File: src/rtl/match_extractor.sv
// Turns each 256-bit shift-or filter state word into a stream of packet-relative
// candidate byte positions, one record per cycle, behind a small burst FIFO.
module match_extractor #(
    parameter int FIFO_DEPTH = 8,
    parameter int POS_W      = 16
) (
    input  logic             clk,
    input  logic             rst,
    input  logic [255:0]     in_data,
    input  logic             in_valid,
    input  logic             in_sop,
    input  logic             in_eop,
    output logic             out_valid,
    input  logic             out_ready,
    output logic             out_hit,
    output logic [POS_W-1:0] out_pos,
    output logic             out_last,
    output logic             overflow,
    output logic [15:0]      drop_cnt
);

    localparam int AW = $clog2(FIFO_DEPTH);
    localparam int EW = 32 + POS_W + 1;

    localparam logic ST_IDLE = 1'b0;
    localparam logic ST_SCAN = 1'b1;

    logic [31:0]      flags;
    logic             data_unused;
    logic [POS_W-1:0] run_base;
    logic [POS_W-1:0] beat_base;
    logic             enq_req;
    logic             push;
    logic             pop;
    logic             drop;

    logic [EW-1:0]    mem [FIFO_DEPTH];
    logic [AW:0]      wr_ptr;
    logic [AW:0]      rd_ptr;
    logic             empty;
    logic             full;

    logic             state;
    logic [31:0]      rem_flags;
    logic [POS_W-1:0] w_base;
    logic             w_last;
    logic [4:0]       k;
    logic             is_final;
    logic             xfer;

    // Only bit 7 of each byte carries the filter result.
    assign data_unused = ^in_data;

    always_comb begin
        for (int i = 0; i < 32; i++) flags[i] = ~in_data[8*i+7];
    end

    assign beat_base = in_sop ? '0 : run_base;

    always_ff @(posedge clk or posedge rst) begin
        if (rst) run_base <= '0;
        else if (in_valid) run_base <= beat_base + POS_W'(32);
    end

    assign enq_req = in_valid & ((|flags) | in_eop);
    assign push    = enq_req & (~full | pop);
    assign drop    = enq_req & full & ~pop;

    assign empty = (wr_ptr == rd_ptr);
    assign full  = (wr_ptr[AW] != rd_ptr[AW]) && (wr_ptr[AW-1:0] == rd_ptr[AW-1:0]);

    // NOTE: FIFO storage is deliberately not reset; the pointers alone define which slots are valid.
    always_ff @(posedge clk) begin
        if (push) mem[wr_ptr[AW-1:0]] <= {flags, beat_base, in_eop};
    end

    always_ff @(posedge clk or posedge rst) begin
        if (rst) begin
            wr_ptr <= '0;
            rd_ptr <= '0;
        end else begin
            if (push) wr_ptr <= wr_ptr + (AW+1)'(1);
            if (pop)  rd_ptr <= rd_ptr + (AW+1)'(1);
        end
    end

    always_ff @(posedge clk or posedge rst) begin
        if (rst) begin
            overflow <= 1'b0;
            drop_cnt <= '0;
        end else if (drop) begin
            overflow <= 1'b1;
            if (drop_cnt != 16'hFFFF) drop_cnt <= drop_cnt + 16'd1;
        end
    end

    // NOTE: k gets a default before the loop so the priority encoder cannot infer a latch.
    always_comb begin
        k = '0;
        for (int i = 31; i >= 0; i--) begin
            if (rem_flags[i]) k = 5'(i);
        end
    end

    // An entry's final record is reached once at most one flag remains.
    assign is_final = ((rem_flags & (rem_flags - 32'd1)) == 32'd0);
    assign xfer     = (state == ST_SCAN) & out_ready;
    assign pop      = ~empty & ((state == ST_IDLE) | (xfer & is_final));

    always_ff @(posedge clk or posedge rst) begin
        if (rst) begin
            state     <= ST_IDLE;
            rem_flags <= '0;
            w_base    <= '0;
            w_last    <= 1'b0;
        end else if (pop) begin
            state                         <= ST_SCAN;
            {rem_flags, w_base, w_last}   <= mem[rd_ptr[AW-1:0]];
        end else if (xfer) begin
            if (is_final) state <= ST_IDLE;
            rem_flags <= rem_flags & (rem_flags - 32'd1);
        end
    end

    assign out_valid = (state == ST_SCAN);
    assign out_hit   = |rem_flags;
    assign out_pos   = w_base + POS_W'(k);
    assign out_last  = w_last & is_final;

endmodule
File: config.mk
export PLATFORM = sky130hd
export DESIGN_NAME = match_extractor
export DESIGN_NICKNAME = d
export VERILOG_FILES = /design/src/rtl/match_extractor.sv
export SDC_FILE = /design/constraint.sdc
export NUM_CORES = 1
export LEC_CHECK = 0
export ABC_AREA = 1
export CORE_UTILIZATION = 50
export CTS_BUF_LIST = sky130_fd_sc_hd__clkbuf_4
export CTS_CLUSTER_DIAMETER = 150
export CTS_CLUSTER_SIZE = 16
export DETAILED_ROUTE_END_ITERATION = 8
export GPL_ROUTABILITY_DRIVEN = 0
export PLACE_DENSITY = 0.84
export REMOVE_ABC_BUFFERS = 1
export SLEW_MARGIN = 20
export SYNTH_ARGS = -nofsm -noshare
export SYNTH_HDL_FRONTEND = slang
export SYNTH_SLANG_ARGS = --single-unit
File: constraint.sdc
create_clock -name clk -period 4.65 [get_ports clk]
set_input_delay 0.93 -clock clk [delete_from_list [all_inputs] [get_ports clk]]
set_output_delay 0.93 -clock clk [all_outputs]
set_load 0.03 [all_outputs]
After elaboration in Yosys (flattened, before gate mapping)
Memory sizes are Yosys's and may differ from the RTL's.
Cells that the tools add are included.
W data, S select, Z words.
{"block": "word_totals", "ff_bits": 91, "ramBits": 392, "input_bits": 262, "out_inout_bits": 36, "wordCells": 116, "mem_count": 1}
{"block": "classes", "add_sub_neg": 6, "eq_ne": 4, "n_mux": 40, "n_bitwise": 48, "reduce_logical": 8}
{"name": "mem", "words": 8, "width": 49, "rd": 1, "rd_ports_with_merged_regs": 0, "write_ports": 1, "line_no": "37", "text": "logic [EW-1:0] mem [FIFO_DEPTH];"}
{"op": "$mux W5", "n": 32}
{"op": "$mux W32", "n": 2}
{"op": "$reduce_or A32 Y1", "n": 2}
{"op": "$not A1 Y1", "n": 36}
{"op": "$and A32 B32 Y32", "n": 1}
{"op": "$logic_not A32 Y1", "n": 1}
{"op": "$sub A32 B1 Y32 const B", "n": 1}
{"op": "$add A16 B1 Y16 const B", "n": 1}
{"op": "$add A16 B5 Y16", "n": 1}
{"op": "$add A16 B6 Y16 const B", "n": 1}
{"op": "$mux W16", "n": 1}
{"op": "$ne A16 B16 Y1 const B", "n": 1}
{"op": "$add A4 B1 Y4 const B", "n": 2}
{"op": "$and A1 B1 Y1", "n": 8}
{"op": "$mux W1", "n": 5}
{"op": "$eq A4 B4 Y1", "n": 1}
{"op": "$reduce_and A2 Y1", "n": 2}
{"op": "$reduce_bool A2 Y1", "n": 2}
{"op": "$eq A3 B3 Y1", "n": 1}
{"op": "$or A1 B1 Y1", "n": 3}
{"op": "$logic_and A1 B1 Y1", "n": 1}
{"op": "$ne A1 B1 Y1", "n": 1}

Logic depth before layout (Yosys ltp)
{"block": "depth", "ltp_word": 33, "mapped_depth": 42, "depth_no_buf": 42}

Worst setup path after synthesis
OpenSTA, ideal clock, no wires.
{"block": "synth_timing", "path_kind": "register to register", "start": "register rem_flags[0]", "end": "memory mem[1][0] in the netlist's numbering, enable pin", "setup_ns": 0.456, "arrival_time_ns": 4.515, "required_ns": 4.194, "slack_ns": -0.320, "stages_incl_launch_ff": 23, "n_path_buf": 0, "period_less_slack_ns": 4.970, "cell_sequence": "dfrtp_1 nor2_4 nand2_4 nor2_4 nand2_4 nor2_4 nand2_2 nor3_4 nand2_2 nor2_4 nand2_1 nand2_2 inv_2 nor4_1 and3_1 nand2_1 nand2_4 nand2_4 nand2_4 nand2_2 inv_1 nand2_1 nor2_1"}
{"block": "synth_via", "elab_chain_len": 10}
{"element": "from (decl)", "line_no": "44", "text": "logic [31:0] rem_flags;"}
{"element": "from (signal assigned)", "line_no": "118", "text": "{rem_flags, w_base, w_last} <= mem[rd_ptr[AW-1:0]];"}
{"element": "from (signal assigned)", "line_no": "121", "text": "rem_flags <= rem_flags & (rem_flags - 32'd1);"}
{"element": "$sub A32 B1 Y32", "line_no": "106", "text": "assign is_final = ((rem_flags & (rem_flags - 32'd1)) == 32'd0);"}
{"element": "$and A32 B32 Y32 *", "line_no": "106"}
{"element": "$logic_not A32 Y1 *", "line_no": "106"}
{"element": "$and A1 B1 Y1 *", "line_no": "108", "text": "assign pop = ~empty & ((state == ST_IDLE) | (xfer & is_final));"}
{"element": "$or A1 B1 Y1 *", "line_no": "108"}
{"element": "$and A1 B1 Y1 *", "line_no": "108"}
{"element": "$or A1 B1 Y1 *", "line_no": "66", "text": "assign push = enq_req & (~full | pop);"}
{"element": "$and A1 B1 Y1 *", "line_no": "66"}
{"element": "$mux W1 *", "line_no": "74", "text": "if (push) mem[wr_ptr[AW-1:0]] <= {flags, beat_base, in_eop};"}
{"element": "$mux W1 (not written as such) *", "line_no": "74"}
{"element": "to (decl)", "line_no": "37"}
Every way passes the cells marked *; elsewhere a longest branch is shown, timed or not.

Worst setup path after layout
{"block": "layout_timing", "start": "register rem_flags[30]", "end": "output out_pos[14]"}
{"block": "layout_via", "elab_chain_len": 32}
{"element": "$mux W5 (31 in a row)", "line_no": "101", "text": "if (rem_flags[i]) k = 5'(i);"}
{"element": "$add A16 B5 Y16", "line_no": "127", "text": "assign out_pos = w_base + POS_W'(k);"}
{"element": "to (decl)", "line_no": "16", "text": "output logic [POS_W-1:0] out_pos,"}
Every way passes these cells.

==> impl_metrics.json <==
{
  "hold_class": "reg2reg",
  "finalWorstSetupSlack_ns": -1.01,
  "ys_async_sr_fraction": 0.188,
  "violations": "setup timing",
  "crit_fanout": 2,
  "synth_warnings": 0,
  "io-pin-count": 298,
  "drv_slew": 0,
  "cp.arrival_ns": 4.73,
  "clk_path_buf_depth": 3,
  "area_growth_pct": 11.2,
  "critPathMaxStageDelay_ns": 0.42,
  "post-route-drc-count": 0,
  "crit_type": "reg2out",
  "cts_tree": "built",
  "clock.fmax_mhz": 177,
  "vias": 14218,
  "die_height_um": 204,
  "critPathTopFamily": "simple AND/OR/NAND/NOR gates",
  "drt-total-wl_um": 47400,
  "hp-start": "overflow",
  "p_leak_nw": 8.26,
  "synth_most_common_cell": "edfxtp_1",
  "hold_buffers": 0,
  "root_buffer": "clkbuf_4",
  "fin_crit_ns": 5.66,
  "synthFlopType": "edfxtp_1",
  "run_status": "finished, violations left",
  "post-synth-top-area-fraction": 0.576,
  "peakVddDrop_mv": 1.68,
  "wire_per_inst_um": 19.7,
  "synth_cells": 1768,
  "setup_tns_ns": -10.53,
  "drt-initial-drc-count": 1550,
  "end_kind": "output port",
  "yosysUniqueCellTypes": 44,
  "critPathSlowestCell": "dfrtp_1",
  "die_w_um": 204,
  "clock_skew_ns": 0.0592,
  "p_per_area_mw_per_mm2": 652,
  "finalHoldViolCount": 0,
  "cp_common_cell": "nand2_1",
  "cts_buffers": 36,
  "fill_cells": 3120,
  "synth_commonest_cells": "edfxtp_1 (392), nor2_1 (278), o21ai_0 (244)",
  "io_buffers": 73,
  "track_usage": 0.231,
  "rsz0062_at_grt": "yes",
  "clkLatencyLatePin_ns": 0.74,
  "floorplan.initialDensity": 0.511,
  "firstDrtPassIters": 7,
  "fin_nets": 2124,
  "setup_viol": 15,
  "grt_pass1_vias": 14227,
  "netlist_area_mm2": 0.0204,
  "max-slew-margin-rel": 0.210,
  "layout-drive-gt1-share": 0.114,
  "worstMarginPinSlew_ns": 1.18,
  "finalPower_mw": 14.8,
  "fin_util": 0.568,
  "r2r_start": "rem_flags[6]",
  "dpl.hpwl_um": 27600,
  "gr-total-overflow": 0,
  "netlist_top_cells_area": "edfxtp_1 (58%), dfrtp_1 (11%), o21ai_0 (6.0%)",
  "drtAntennaViolNets": 0,
  "fp-row-count": 73,
  "viasPerCell": 5.91,
  "start_kind": "register",
  "coreArea_mm2": 0.0400,
  "path_buf_inv": 3,
  "drv_cap": 0,
  "cp-startpoint": "rem_flags[30]",
  "yosysTopAreaCell": "edfxtp_1",
  "synth_seq_cells": 483,
  "period_share": 1.22,
  "grt_pass1_wl_um": 75400,
  "synth-edff-count": 392,
  "clk_pin_slew_ns": 0.16,
  "required_ns": 3.72,
  "die-area_mm2": 0.0417,
  "cts_htree_levels": 2,
  "cts.sinks": 483,
  "grt_max_degree": 121,
  "syn_avg_cell_area_um2": 11.6,
  "antenna_found_initial": 1,
  "seq_area_frac_synth": 0.687
}
[area by class of cell]
| class | instances | area [um2] | share of cell area |
|---|---|---|---|
| Antenna cell | 1 | 2.50 | 0.000110 |
| Sequential cell | 483 | 14100 | 0.618 |
| Multi-Input combinational cell | 1056 | 5680 | 0.250 |
| Clock inverter | 3 | 23.8 | 0.00105 |
| Tap cell | 525 | 657 | 0.0289 |
| Clock buffer | 62 | 465 | 0.0205 |
| Timing Repair Buffer | 144 | 1360 | 0.0596 |
| Inverter | 131 | 500 | 0.0220 |
[what timing repair did]
item,in CTS,in global routing
gates resized for setup,42,23
setup buffers,10,8
endpoints found under the setup margin,17,17
gates cloned,0,0
pin swaps,11,14
[cells in the final DEF (no fill, tap or decap), types with 9 or more instances in the layout]
cell,count
o21ai_0,241
buf_6,9
inv_1,125
dfrtp_1,88
edfxtp_1,392
clkdlybuf4s50_1,56
nor2_4,14
buf_4,70
a21oi_1,19
o2111ai_1,13
o21ai_1,14
o22ai_1,50
clkbuf_4,63
nand3_1,46
xor2_1,26
o211ai_1,18
o221ai_1,59
nand4_1,17
nor3_1,11
nor2_1,269
nand2_1,178
xnor2_1,14
[path summary, 6_finish.rpt]
kind | cells past startpoint | slack, ns | to
max | 44 | -1.01 | out_pos[14]
min | 1 | 0.49 | overflow
max reg2reg | 20 | 0.34 | mem[0][31]
min reg2reg | 1 | 0.49 | overflow
max in group asynchronous | 3 | 3.02 | run_base[6]
min in group asynchronous | 2 | 0.77 | w_base[12]
[metal layers]
metal | routed length (um) | part of all wire | global-route usage
met1 | 18900 | 0.40 | 0.310
met2 | 23400 | 0.49 | 0.392
met3 | 3790 | 0.080 | 0.0282
met4 | 1290 | 0.027 | 0.0768
met5 | 0 | 0 | 0
[per-stage QoR]
step                cell area (um2)  instances  worst slack, ns  hold slack, ns
floorplan                     20000       1670            -3.31           0.460
global placement              22000       2327           -0.472           0.450
detailed placement            22000       2327           -0.493           0.454
CTS                           22600       2399            -1.10           0.492
global route                  22700       2405            -1.46           0.525
finish                        22700       2405            -1.01           0.493
[power breakdown]
part	switching, mW	total (mW)	internal [mW]
logic	4.56	7.05	2.49
registers	0.441	5.89	5.45
clock network	1.27	1.88	0.607
[kinds of logic after synthesis]
logic type | after synthesis | share of synthesized area
xor gates and xnor gates | 41 | 0.0176
buffers and inverters | 229 | 0.0441
AOI/OAI and AO/OA | 430 | 0.126
DFF | 483 | 0.687
adders and majority gates | 10 | 0.00649
and+or+nand+nor | 575 | 0.119
[sequential cells by signal, summed over array words and instances, names as in the netlist]
signal,cells
rd_ptr,4
mem,392
w_base,16
out_valid,1
wr_ptr,4
overflow,1
run_base,16
w_last,1
rem_flags,32
drop_cnt,16
No activity file was read; power rests on OpenSTA's default activity.
==> variant 1: new RTL, same flow settings <==
The parameter `POS_W` goes from 16 to 32.
--- a/src/rtl/match_extractor.sv
+++ b/src/rtl/match_extractor.sv
@@ -4,3 +4,3 @@
     parameter int FIFO_DEPTH = 8,
-    parameter int POS_W      = 16
+    parameter int POS_W      = 32
 ) (
Ports: changed (resized out_pos); port bits go from 298 to 314. The function was not compared with the original's and may differ.
==> variant 1 against the original RTL <==
  * The run still ends with setup timing left
  * Total power rose by 43%
  * Sequential cell count increased by 160
  * Worst setup slack worse by 0.81 ns
  * First-iteration DRC count up 51%
  * Via count up 39%
  * Synthesized area is 32% higher
  * Design area grew 39%
  * Routed wire length grew 47%
  * Combinational power is 55% higher
  * Critical path depth is 2 higher
  * Hold slack worse by 0.0012 ns
  * Synthesized cell count is 31% higher
==> variant 1: results (changes against the original RTL) <==
status finished, violations left (unchanged); failing checks setup timing (unchanged); ys async rst share 19.13% (was 18.84%); HPWL after detailed placement 39.71 mm (was 27.62 mm); Post-Synth XOR/XNOR Area 2.167% (was 1.756%); syn_area_per_cell 11.69 µm² (was 11.57 µm²); DRT Wirelength 69.78 mm (was 47.44 mm); synth cell count leaders edfxtp_1 (520), nor2_1 (382), o21ai_0 (307) (was edfxtp_1 (392), nor2_1 (278), o21ai_0 (244)); IO Port Bufs 89 (was 73); Peak VDD IR 0.9639 mV (was 1.678 mV); placed inst area 29,720 µm² (was 22,000 µm²); EDFF count, synth 520 (was 392); Lkg Pwr 11.60 nW (was 8.259 nW); fin worst setup slack -1.813 ns (was -1.007 ns); Inserted Clock Buffers 46 (was 36); compound-gate portion of the synthesized area 12.54% (was 12.56%); share of cells above drive strength 1 17.43% (was 11.44%); vias after detailed routing 19,830 (was 14,220); GRT Overall Usage 25.37% (was 23.11%); Starting DRT DRC Count 2,345 (was 1,550); Area contributors post-synth edfxtp_1 (58%), dfrtp_1 (11%), o21ai_0 (5.7%) (was edfxtp_1 (58%), dfrtp_1 (11%), o21ai_0 (6.0%)); endpoints failing setup 32 (was 15); vias per cell 6.082 (was 5.912); Post-layout nets 2,806 (was 2,124); Tightest Pin Transition 0.9111 ns (was 1.184 ns); post-synthesis sequential area ratio 69.18% (was 68.70%); largest net degree at the start of global routing 107 (was 121); die area 54,980 µm² (was 41,710 µm²); pre-CTS WS -1.478 ns (was -0.4926 ns); Synth Area in Adders 0.4908% (was 0.6486%)
-- variant 1: path summary, 6_finish.rpt --
check	slack, ns	depth (start not counted)	endpoint	from
worst max register to register	-0.52	40	rem_flags[30]	rem_flags[30]
worst min-delay path	0.49	1	overflow	overflow
min in group asynchronous	0.61	2	w_base[28]	rst
worst max-delay path	-1.81	46	out_pos[28]	rem_flags[30]
worst min register to register	0.49	1	overflow	overflow
max in group asynchronous	3.18	3	rem_flags[10]	rst
-- variant 1: report_power, final --
part	total, mW	leakage [nW]	switching [mW]	internal (mW)
Clock	2.52	0.389	1.72	0.800
Sequential	7.85	6.39	0.611	7.24
Combinational	10.9	4.82	6.56	4.32
Total	21.3	11.6	8.89	12.4
-- variant 1: cells by family after synthesis --
family	after synthesis
compound gates	567
xor+xnor	66
fa+ha+maj	10
buf+inv	313
flops	643
simple gates	712
-- variant 1: per-layer routing --
metal	wire length [µm]	track usage (%)
met1	25970	31.93
met2	34500	43.01
met3	6535	4.312
met4	2767	11.49
met5	0	0
-- variant 1: cell type report --
type / count / area share, %
Tap cell: 688 / 2.729
Multi-Input combinational cell: 1355 / 24.32
Timing Repair Buffer: 300 / 9.336
Antenna cell: 2 / 0.01586
Sequential cell: 643 / 59.28
Inverter: 188 / 2.296
Clock inverter: 1 / 0.05156
Clock buffer: 83 / 1.975
-- variant 1: repair_timing --
| item | in CTS | in global routing |
|---|---|---|
| hold buffers | 0 | 0 |
| gates resized for setup | 130 | 50 |
| setup buffers | 79 | 17 |
| setup endpoints to repair | 33 | 69 |
| pin swaps | 17 | 20 |
| hold endpoints to repair | 0 | 0 |
==> variant 2: new RTL, config.mk and constraints unchanged <==
Without the edit above. Make the reset (`rst`) synchronous in 4 clocked blocks.
--- a/src/rtl/match_extractor.sv
+++ b/src/rtl/match_extractor.sv
@@ -59,3 +59,3 @@
 
-    always_ff @(posedge clk or posedge rst) begin
+    always_ff @(posedge clk) begin
         if (rst) run_base <= '0;
@@ -76,3 +76,3 @@
 
-    always_ff @(posedge clk or posedge rst) begin
+    always_ff @(posedge clk) begin
         if (rst) begin
@@ -86,3 +86,3 @@
 
-    always_ff @(posedge clk or posedge rst) begin
+    always_ff @(posedge clk) begin
         if (rst) begin
@@ -109,3 +109,3 @@
 
-    always_ff @(posedge clk or posedge rst) begin
+    always_ff @(posedge clk) begin
         if (rst) begin
Function: differs if rst is asserted again (counterexample within 4 cycles, from zero or initial values and one cycle with rst high); with rst held inactive, the same outputs for 4 cycles.
==> variant 2 against the original RTL <==
  * The run still ends with setup timing left
  * Worst setup slack better by 0.16 ns
  * Design area down 1.8%
  * Via count about the same
  * Register-to-register slack better by 0.12 ns
  * Highest routed layer unchanged
  * Sequential cell count up 3
  * Synthesized area is 1.9% lower
  * Sequential share of layout area is 0.61 points lower
  * Routed wire length decreased by 2.1%
  * Hold slack worse by 0.031 ns
  * Core utilization shrank 0.51 points
  * Total power is 17% lower
  * Critical endpoint is now out_pos[10]
  * Sequential power down 10%
==> variant 2: results (changes against the original RTL) <==
fin area 22,320 µm² (was 22,740 µm²); crit-path max cell delay 0.37 ns (was 0.42 ns); Lkg Pwr 7.686 nW (was 8.259 nW); ys async rst share 0% (was 18.84%); failing checks setup timing (unchanged); placed inst area 21,630 µm² (was 22,000 µm²); arrival time at the worst endpoint 4.56 ns (was 4.73 ns); worst-path fanout max 3 (was 2); fin worst setup slack -0.8416 ns (was -1.007 ns); wire per inst 19.20 µm (was 19.72 µm); largest net degree at the start of global routing 111 (was 121); vias after detailed routing 14,210 (was 14,220); status finished, violations left (unchanged); Slowest cell on crit path dfxtp_2 (was dfrtp_1); Fill cells 3,117 (was 3,120); first-pass GRT wire length 72.76 mm (was 75.38 mm); Post-Synth XOR/XNOR Area 0.8728% (was 1.756%); Area contributors post-synth edfxtp_1 (59%), dfxtp_1 (9.4%), o21ai_0 (7.1%) (was edfxtp_1 (58%), dfrtp_1 (11%), o21ai_0 (6.0%)); pre-CTS WS -0.3032 ns (was -0.4926 ns); post-synth cell types 54 (was 44); endpoints failing setup 14 (was 15); Skew-Pair Late Insertion Delay 0.72 ns (was 0.74 ns); Tightest Pin Transition 1.107 ns (was 1.184 ns); Starting DRT DRC Count 1,334 (was 1,550); compound-gate portion of the synthesized area 14.61% (was 12.56%); Peak VDD IR 0.2592 mV (was 1.678 mV)
variant 2: timing repair:
item	in CTS	in global routing
buffers inserted	15	2
endpoints found under the setup margin	16	17
pin swaps	12	10
hold buffers	0	0
gates resized for setup	50	16
variant 2: area by class of cell:
class                   count  area share, %
flip-flops and latches    486          61.21
repair buffers            129          5.750
well taps                 525          2.942
inverters                 131          2.248
clock inverters             3        0.08407
clock buffers              63          2.119
diodes                      1        0.01121
multi-input cells        1082          25.64
variant 2: cell families (layout without fill, tap and decap cells):
family | count (synthesis) | count (layout)
AOI/OAI and AO/OA | 515 | 515
xor gates and xnor gates | 20 | 20
adders and majority gates | 10 | 10
buffers and inverters | 230 | 326
DFF | 486 | 486
other | 0 | 1
and+or+nand+nor | 537 | 537
variant 2: where the power goes:
part | switching [mW] | leakage, nW | internal [mW]
Combinational | 3.40 | 3.02 | 1.72
Clock | 1.26 | 0.304 | 0.615
Sequential | 0.287 | 4.37 | 5.01
variant 2: path summary, 6_finish.rpt:
kind / to / depth (start not counted) / start / slack (ns)
setup / recovery: out_pos[10] / 41 / rem_flags[30] / -0.84
hold / removal: overflow / 2 / overflow / 0.46
setup reg to reg: mem[3][32] / 20 / rem_flags[0] / 0.46
hold reg to reg: overflow / 2 / overflow / 0.46
variant 2: critical path, delay by kind of cell, from the launching register on:
family | cells | cell delay [ns]
AO/OA/AOI/OAI | 4 | 0.58
XOR/XNOR | 1 | 0.27
adder cells (fa/ha/maj) | 2 | 0.53
buffers and inverters | 2 | 0.25
flip-flops | 1 | 0.37
AND/OR/NAND/NOR | 32 | 1.86
variant 2: routing by layer:
layer  share of wire, %  vias to the layer above  track usage (%)
met5                  0                        -                0
met4                2.9                        0            8.700
met3                7.6                      100            2.967
met2                 50                      663            38.06
met1                 40                     6877            29.43
li1                   -                     6571                -
